File: src/rtl/cordic_sincos.sv
// Iterative CORDIC sine/cosine with IEEE-754 single in/out, packaged as a multi-cycle
// custom instruction with busy/done handshake and clk_en stall.
module cordic_sincos #(
  parameter int unsigned FRACS = 22,
  parameter int unsigned INTS  = 1,
  parameter int unsigned ITERS = FRACS
) (
  input  logic        clk,
  input  logic        reset,
  input  logic        clk_en,
  input  logic        start,
  input  logic        n,
  input  logic [31:0] dataa,
  output logic [31:0] result,
  output logic        done,
  output logic        busy
);

  localparam int unsigned WIDTH = INTS + FRACS + 1;
  localparam int unsigned CNT_W = 5;
  // Fraction window for packing: at least 23 bits so the mantissa slice is always in range.
  localparam int unsigned MW    = (WIDTH - 1 > 23) ? WIDTH - 1 : 23;

  localparam real K_REAL    = 0.6072529350;
  localparam real PIO2_REAL = 1.5707963267948966;
  localparam int  K_INT     = $rtoi(K_REAL * (2.0 ** FRACS) + 0.5);
  localparam int  PIO2_INT  = $rtoi(PIO2_REAL * (2.0 ** FRACS) + 0.5);

  localparam logic signed [WIDTH-1:0] K_FX    = WIDTH'(K_INT);
  localparam logic signed [WIDTH-1:0] PIO2_FX = WIDTH'(PIO2_INT);
  localparam logic        [63:0]      PIO2_W  = 64'(PIO2_INT);

  // atan(2^-i) in Q0.30, truncated. For i >= 10 the cubic term is below one LSB.
  function automatic logic [31:0] atan_q30(input int unsigned i);
    case (i)
      0:       return 32'h3243F6A8;
      1:       return 32'h1DAC6705;
      2:       return 32'h0FADBAFC;
      3:       return 32'h07F56EA6;
      4:       return 32'h03FEAB76;
      5:       return 32'h01FFD55B;
      6:       return 32'h00FFFAAA;
      7:       return 32'h007FFF55;
      8:       return 32'h003FFFEA;
      9:       return 32'h001FFFFD;
      default: return (i < 30) ? ((32'd1 << (30 - i)) - 32'd1) : 32'd0;
    endcase
  endfunction

  typedef enum logic [1:0] {StIdle, StIter, StPack, StDone} state_e;

  state_e                    state_q;
  logic        [CNT_W-1:0]   cnt_q;
  logic                      mode_q;
  logic signed [WIDTH-1:0]   x_q, y_q, z_q;

  // Float -> fixed conversion of the incoming angle.
  logic        [23:0]        in_mant;
  logic        [63:0]        in_wide;
  logic signed [WIDTH-1:0]   theta_fx;
  int                        in_sh;

  always_comb begin
    in_mant = {1'b1, dataa[22:0]};
    in_sh   = int'(dataa[30:23]) - 150 + int'(FRACS);
    if (in_sh >= 0) in_wide = {40'd0, in_mant} << unsigned'(in_sh);
    else            in_wide = {40'd0, in_mant} >> unsigned'(-in_sh);

    if (dataa[30:23] == 8'd0) begin
      theta_fx = '0;
    end else if (dataa[30:23] == 8'hFF) begin
      if (dataa[22:0] != 23'd0) theta_fx = '0;
      else                      theta_fx = dataa[31] ? -PIO2_FX : PIO2_FX;
    end else if ((int'(dataa[30:23]) - 127 >= int'(INTS)) || (in_wide >= PIO2_W)) begin
      theta_fx = dataa[31] ? -PIO2_FX : PIO2_FX;
    end else begin
      theta_fx = dataa[31] ? -WIDTH'(in_wide) : WIDTH'(in_wide);
    end
  end

  logic signed [WIDTH-1:0] x_sh, y_sh, atan_cur;

  always_comb begin
    x_sh     = x_q >>> cnt_q;
    y_sh     = y_q >>> cnt_q;
    atan_cur = WIDTH'(atan_q30(32'(cnt_q)) >> (30 - FRACS));
  end

  // Fixed -> float packing of the selected rotation component.
  logic signed [WIDTH-1:0] pk_v;
  logic        [WIDTH-1:0] pk_mag;
  logic        [7:0]       pk_lead;
  logic        [7:0]       pk_exp;
  logic        [MW-1:0]    pk_frac;
  logic        [31:0]      pk_float;

  always_comb begin
    pk_v    = mode_q ? y_q : x_q;
    // Two's-complement negate maps -2^(WIDTH-1) onto the unsigned pattern 2^(WIDTH-1).
    pk_mag  = pk_v[WIDTH-1] ? WIDTH'(-pk_v) : pk_v;
    pk_lead = 8'd0;
    for (int i = 0; i < int'(WIDTH); i++) begin
      if (pk_mag[i]) pk_lead = 8'(i);
    end
    // Shift the leading one to bit MW of the wide intermediate; the cast drops it.
    pk_frac  = MW'((MW + 1)'(pk_mag) << (MW - 32'(pk_lead)));
    pk_exp   = 8'(32'd127 + 32'(pk_lead) - 32'(FRACS));
    pk_float = (pk_mag == '0) ? 32'd0 : {pk_v[WIDTH-1], pk_exp, pk_frac[MW-1 -: 23]};
  end

  always_ff @(posedge clk) begin
    if (reset) begin
      state_q <= StIdle;
      cnt_q   <= '0;
      mode_q  <= 1'b0;
      x_q     <= '0;
      y_q     <= '0;
      z_q     <= '0;
      result  <= 32'd0;
      done    <= 1'b0;
      busy    <= 1'b0;
    end else if (clk_en) begin
      done <= 1'b0;
      unique case (state_q)
        StIdle: begin
          if (start) begin
            x_q     <= K_FX;
            y_q     <= '0;
            z_q     <= theta_fx;
            cnt_q   <= '0;
            mode_q  <= n;
            busy    <= 1'b1;
            state_q <= StIter;
          end
        end
        StIter: begin
          if (!z_q[WIDTH-1]) begin
            x_q <= x_q - y_sh;
            y_q <= y_q + x_sh;
            z_q <= z_q - atan_cur;
          end else begin
            x_q <= x_q + y_sh;
            y_q <= y_q - x_sh;
            z_q <= z_q + atan_cur;
          end
          cnt_q <= cnt_q + 1'b1;
          if (cnt_q == CNT_W'(ITERS - 1)) state_q <= StPack;
        end
        StPack: begin
          result  <= pk_float;
          done    <= 1'b1;
          state_q <= StDone;
        end
        StDone: begin
          busy    <= 1'b0;
          state_q <= StIdle;
        end
        default: state_q <= StIdle;
      endcase
    end
  end

endmodule

File: config.mk
export PLATFORM = sky130hd
export DESIGN_NAME = cordic_sincos
export DESIGN_NICKNAME = d
export VERILOG_FILES = /design/src/rtl/cordic_sincos.sv
export SDC_FILE = /design/constraint.sdc
export NUM_CORES = 1
export LEC_CHECK = 0
export CORE_MARGIN = 5
export CORE_UTILIZATION = 45
export CTS_CLUSTER_DIAMETER = 40
export CTS_CLUSTER_SIZE = 8
export DETAILED_ROUTE_END_ITERATION = 8
export DONT_BUFFER_PORTS = 1
export GPL_TIMING_DRIVEN = 0
export PLACE_DENSITY = 0.63
export SYNTH_ARGS = -nofsm -noshare
export SYNTH_HDL_FRONTEND = slang
export SYNTH_SLANG_ARGS = --single-unit
File: constraint.sdc
create_clock -name clk -period 8.7 [get_ports clk]
set_input_delay 1.305 -clock clk [delete_from_list [all_inputs] [get_ports clk]]
set_output_delay 1.305 -clock clk [all_outputs]
set_load 0.03 [all_outputs]
==> results of run 1 <==
-- per-layer routing --
metal | routed length, um | share of wire (%)
met5 | 0 | 0
met4 | 4240 | 5.2
met3 | 7680 | 9.5
met2 | 36500 | 45
met1 | 32400 | 40
-- where the power goes --
part	total [mW]	internal (mW)	switching [mW]
Sequential	0.603	0.550	0.0537
Clock	0.716	0.430	0.286
Combinational	2.05	0.765	1.28
Total	3.37	1.74	1.62
-- state kept, by name (all words and copies together), names as in the netlist --
register,count
busy,1
x_q,24
cnt_q,5
result,32
done,1
state_q,2
z_q,24
mode_q,1
y_q,24
-- metrics by stage --
step | power [mW] | worst slack [ns] | instances | hold WS (ns) | area (um^2)
after detailed placement | 2.59 | -0.704 | 3323 | 0.502 | 20500
after floorplan | 2.09 | 1.31 | 2738 | 0.473 | 19800
final | 3.37 | 0.462 | 3355 | 0.508 | 21100
after CTS | 3.32 | 0.213 | 3355 | 0.512 | 21100
after global routing | 3.56 | 0.0328 | 3355 | 0.523 | 21100
after global placement | 2.57 | -0.635 | 3323 | 0.494 | 20500
-- placed cells by master, fill, tap and decap left out, types with 31 or more instances in the layout --
cell,synthesis,final
nor3_1,68,68
nand2_1,284,284
clkbuf_1,100,99
nor2_1,355,355
xor2_1,64,64
mux4_2,52,52
o21ai_0,155,155
mux2_2,43,43
dfxtp_1,114,114
xnor2_1,90,90
ha_1,98,98
buf_2,47,47
nor2b_1,31,31
nand3_1,77,77
nand2b_1,32,32
a21oi_1,209,209
inv_1,71,71
mux2i_1,159,159
a31oi_1,38,38
a22oi_1,50,50
a211oi_1,54,54
-- final timing paths --
kind	start	endpoint	slack, ns
worst max register to register	mode_q$_SDFFE_PP0P_	result[19]$_SDFFE_PP0P_	0.46
worst max-delay path	mode_q$_SDFFE_PP0P_	result[19]$_SDFFE_PP0P_	0.46
worst min register to register	z_q[9]$_SDFFE_PP0P_	z_q[9]$_SDFFE_PP0P_	0.51
worst min-delay path	z_q[9]$_SDFFE_PP0P_	z_q[9]$_SDFFE_PP0P_	0.51
-- cells in the mapped netlist, drive strengths merged (9+ instances only) --
| cell | number |
|---|---|
| nand2b | 32 |
| and2 | 26 |
| mux2i | 160 |
| o21bai | 10 |
| clkbuf | 101 |
| nor4 | 22 |
| a32oi | 14 |
| mux2 | 50 |
| nor3b | 13 |
| buf | 83 |
| nor2 | 357 |
| o21a | 24 |
| a31oi | 38 |
| nand3 | 80 |
| ha | 98 |
| nor3 | 71 |
| xor2 | 64 |
| o31ai | 27 |
| a211oi | 56 |
| a221oi | 14 |
| mux4 | 52 |
| or2 | 15 |
| a311oi | 11 |
| inv | 74 |
| nand4 | 18 |
| o31a | 11 |
| nor2b | 31 |
| o211ai | 21 |
| or3 | 26 |
| and3 | 26 |
| a211o | 11 |
| a21o | 19 |
| dfxtp | 114 |
| a22o | 9 |
| o21ai | 175 |
| nand2 | 285 |
| a21oi | 212 |
| o22ai | 12 |
| a22oi | 50 |
| xnor2 | 91 |
-- layout make-up --
class / instances / area (um^2)
inverter: 76 / 285
clock buffer: 18 / 439
multi-input combinational: 2364 / 16400
clock inverter: 14 / 155
sequential: 114 / 2280
tap: 585 / 732
buffer: 184 / 840
fill: 4371 / 22100
-- repair_timing --
item | 4_1_cts | 5_1_grt
gates cloned | 0 | 0
setup endpoints to repair | 3 | 23
gates resized for setup | 1 | 5
pin swaps | 0 | 0
-- critical path, cell delays in order (launching register included) --
cell,delay (ns)
dfxtp_1,0.45
buf_4,0.23
buf_6,0.16
buf_4,0.21
buf_4,0.23
buf_4,0.25
mux2i_1,0.54
ha_1,0.39
o21ai_0,0.27
nor4_4,0.40
nand3_1,0.25
o31a_1,0.38
xor2_1,0.36
nand2_1,0.20
nor2_1,0.26
nand2_1,0.23
or2_2,0.38
inv_1,0.24
buf_1,0.53
ha_1,0.46
clkbuf_1,0.42
clkbuf_2,0.36
nor3_1,0.09
a2111oi_0,0.66
o41ai_1,0.14
-- cell families after synthesis --
family,synth area share (%)
DFF,11.5
muxes,16.9
xor gates and xnor gates,6.90
and+or+nand+nor,24.4
adders and majority gates,6.50
buffers and inverters,5.67
AOI/OAI and AO/OA,28.1
==> results.cfg, run 1 <==
[outcome]
outcome = finished, final reports clean

[worst_setup_path]
crit_fanout = 10
start_kind = register
required_ns = 9.02
r2r_cells = 24
cp.arrival_ns = 8.55
criticalPathCategory = register to register
cp-end-kind = register

[timing]
tightest_slew_ns = 1.13
relSlewSlack_pct = 24.0
max_clock_freq_ghz = 0.121
final_max_slew_viol_count = 0
hold_viol = 0
finalSetupTns_ns = 0
setup_violations = 0
rsz0062_at_grt = false
timing.final.crit_share_pct = 94.7
finalClockSkew_ns = 0.00926
layout_min_cycle_time_ns = 8.24

[yosys]
yosysUniqueCellTypes = 119
synth_area_mm2 = 0.0198
avgSynthCellArea_um2 = 7.23
ys.flop_type = dfxtp_1
synth_fp_nets = 2876
ys_seq_area_share_pct = 11.5
async_reset_ff_share_pct = 0
synth_edf_count = 0
synth_seq_cells = 114
ys_warn_count = 0
synth_top_area_share_pct = 11.5
syn_inst = 2738
synth_top_cells_by_area = dfxtp_1, mux2i_1, nor2_1, ha_1, mux4_2
synth_area_leader_cell = dfxtp_1

[grt]
grt_pass1_vias = 21100
gr-total-overflow = 0
grt_use_met1_pct = 41.6
grt_start_max_net_pins = 17
grt_pass1_wl_mm = 124
met3_usage_pct = 6.76
grt_use_met2_pct = 52.4
top_usage_layer = met2
grt_usage_pct = 32.4
antenna_found_initial = 0

[cts]
path_clk_slew_ns = 0.06
clock_sinks = 114
cts_tree = built
cts_setup_buffers = 0
cts_root_buf = clkbuf_16
clockBufferDepth = 2
hold_buffers = 0
cts_max_level = 4
clk_latency_ns = 0.45
cts_buffers = 17

[run]
cap_viol_max_count = 0

[route]
vias = 22400
drcViolationCount = 0
routed_wl_mm = 80.8
detail-route-antenna-nets = 0
first_iter_violations = 2461
firstDrtPassIters = 7
wire_per_inst_um = 24.1
routed_via_density = 6.67

[worst_hold_path]
whs_path_depth = 2
hold_path.class = register to register

[power]
peakVddDrop_mv = 0.124
power_leakage_nw = 8.26
power_density_mw_per_mm2 = 159

[cells_and_area]
area_growth_pct = 6.82
finalCoreUtilization_pct = 48.8
antenna_cells = 0
drive_above_1_share_pct = 9.82
nets = 2895

[place]
place.gp.congestion = 1.03
io_buffers = 0
dp_hpwl_mm = 64.1

[floorplan]
die_w_um = 220
io_pins = 71
die-area_mm2 = 0.0483
core-area_mm2 = 0.0433
rows = 76
initial_utilization_pct = 45.7
die_y_um = 220
Power figures use the tool's default switching activity.
==> run 2: changes to the inputs <==
Settings changed: ABC_AREA from default to 1.
==> run 2 against run 1 <==
Routed wire length fell by 12%. Critical path type unchanged. Worst setup slack better by 0.89 ns. Combinational power is 32% higher. Sequential cell count is the same. Clock-buffer cell count unchanged. Sequential power rose by 7.8%.
==> results.cfg, run 2 <==
[yosys]
avgSynthCellArea_um2 = 5.40
ys_warn_count = 0
synth_area_mm2 = 0.0190
synth_edf_count = 0
synth.most_common_cell = nand2_1
ys.flop_type = dfxtp_1
yosysUniqueCellTypes = 64
synth_fp_nets = 3664
ys_seq_area_share_pct = 12.0
synth_top_cells_by_area = nand2_1, dfxtp_1, nand3_1, inv_1, o21ai_0
synth.top_cells.by_count = nand2_1, inv_1, nand3_1
syn_inst = 3526
synth_seq_cells = 114
synth_top_area_share_pct = 20.9
synth_area_leader_cell = nand2_1
async_reset_ff_share_pct = 0

[power]
power_density_mw_per_mm2 = 201
peakVddDrop_mv = 0.138
power_leakage_nw = 10.2
fin_total_pwr_mw = 4.09

[grt]
grt_use_met1_pct = 40.6
grt_pass1_wl_mm = 112
met3_usage_pct = 4.65
grt_usage_pct = 29.6
grt_use_met2_pct = 47.2
gr-total-overflow = 0
antenna_found_initial = 0
grt_pass1_vias = 20800
top_usage_layer = met2
grt_start_max_net_pins = 17

[place]
io_buffers = 0
dp_hpwl_mm = 57.3
placed_cell_area_mm2 = 0.0197
place.gp.congestion = 1.03

[route]
routed_via_density = 5.58
firstDrtPassIters = 8
drcViolationCount = 0
wire_per_inst_um = 17.4
first_iter_violations = 2330
vias = 22900
routed_wl_mm = 71.1
detail-route-antenna-nets = 0

[floorplan]
die-area_mm2 = 0.0465
die_y_um = 216
die_w_um = 216
rows = 75
io_pins = 71
initial_utilization_pct = 45.4
core-area_mm2 = 0.0419

[worst_setup_path]
critPathMaxStageDelay_ns = 0.38
crit_family = compound AO/OA/AOI/OAI gates
cp-end-kind = register
required_ns = 9.11
crit_buf_inv = 11
start_kind = register
cp.arrival_ns = 7.76
crit_slowest_cell = buf_1
criticalPathCategory = register to register
crit_fanout = 11
cpMostUsedCell = inv_1

[worst_hold_path]
hold_path.class = register to register

[cells_and_area]
largest_reg_flops = 32
regMostFlops = result
nets = 3683
area_growth_pct = 6.66
drive_above_1_share_pct = 6.35
layout_common_cells = nand2_1, inv_1, nand3_1
fillers = 4798
final_common_cell = nand2_1
fin_area_mm2 = 0.0203

[run]
cap_viol_max_count = 0

[timing]
max_clock_freq_ghz = 0.136
rsz0062_at_grt = false
timing.final.crit_share_pct = 84.5
hold_viol = 0
finalSetupTns_ns = 0
layout_min_cycle_time_ns = 7.35
tightest_slew_ns = 1.11
final_max_slew_viol_count = 0
finalClockSkew_ns = 0.0141
relSlewSlack_pct = 26.0
setup_violations = 0

[cts]
cts_max_level = 4
clock_sinks = 114
path_clk_slew_ns = 0.06
cts_resized = 0
cts_tree = built
clk_latency_ns = 0.48
cts_setup_buffers = 0
clockBufferDepth = 2
hold_buffers = 0
cts_root_buf = clkbuf_16
cts_buffers = 17

[outcome]
outcome = finished, final reports clean
[run 2: changes by cell type after synthesis, sizes merged, moves of 57 or more]
cell	before	now
mux2i	160	13
nand3	80	361
o21ai	175	328
xnor2	91	34
nand2	285	1092
inv	74	433
[run 2: power breakdown]
group | internal [mW] | total (mW) | switching, mW | leakage (nW)
Sequential | 0.572 | 0.650 | 0.0783 | 0.927
Combinational | 0.871 | 2.71 | 1.84 | 9.03
Clock | 0.431 | 0.730 | 0.299 | 0.292
[run 2: kinds of logic after synthesis]
family,after synthesis,share of synthesized area [%]
simple gates,1883,42.1
compound gates,706,20.6
buf+inv,601,12.9
flops,114,12.0
xor+xnor,108,4.97
fa+ha+maj,101,6.75
mux,13,0.683
[run 2: worst paths after layout]
path,depth (start not counted),start,to,slack [ns]
setup / recovery,40,cnt_q[1]$_SDFFE_PP0P_,z_q[23]$_SDFFE_PP0P_,1.35
hold / removal,2,x_q[6]$_SDFFE_PP0P_,x_q[6]$_SDFFE_PP0P_,0.52
setup reg to reg,40,cnt_q[1]$_SDFFE_PP0P_,z_q[23]$_SDFFE_PP0P_,1.35
hold reg to reg,2,x_q[6]$_SDFFE_PP0P_,x_q[6]$_SDFFE_PP0P_,0.52
[run 2: stage by stage]
step / std cells / setup slack (ns) / util (%) / hold WS (ns)
finish: 4098 / 1.35 / 48.4 / 0.517
global route: 4097 / 0.471 / 48.4 / 0.536
CTS: 4097 / 1.43 / 48.4 / 0.516
detailed placement: 4065 / 1.18 / 47.0 / 0.506
global placement: 4065 / 1.16 / 47.0 / 0.504
floorplan: 3526 / 2.56 / - / 0.469
[run 2: layout make-up]
class                           instances  area, um^2  share of cell area (%)
Inverter                              442        1660                    8.17
Sequential cell                       114        2280                    11.2
Antenna cell                            1        2.50                  0.0123
Multi-Input combinational cell       2811       14300                    70.5
Buffer                                159         791                    3.89
Clock buffer                           18         439                    2.16
Tap cell                              539         674                    3.32
Clock inverter                         14         153                   0.752
[run 2: layer usage]
metal / part of all wire, % / vias to the layer above / wire (um)
met5: 0 / - / 0
met4: 3.3 / 0 / 2310
met3: 6.6 / 140 / 4710
met2: 45 / 864 / 31800
met1: 45 / 10300 / 32300
li1: - / 11600 / -
[run 2: worst register-to-register path: cells and delay by family (launching register included)]
| kind | cells | cell delay [ns] |
|---|---|---|
| and+or+nand+nor | 12 | 1.68 |
| AOI/OAI and AO/OA | 12 | 2.33 |
| xor gates and xnor gates | 2 | 0.46 |
| adders and majority gates | 3 | 0.92 |
| buffers and inverters | 11 | 1.55 |
| DFF | 1 | 0.35 |
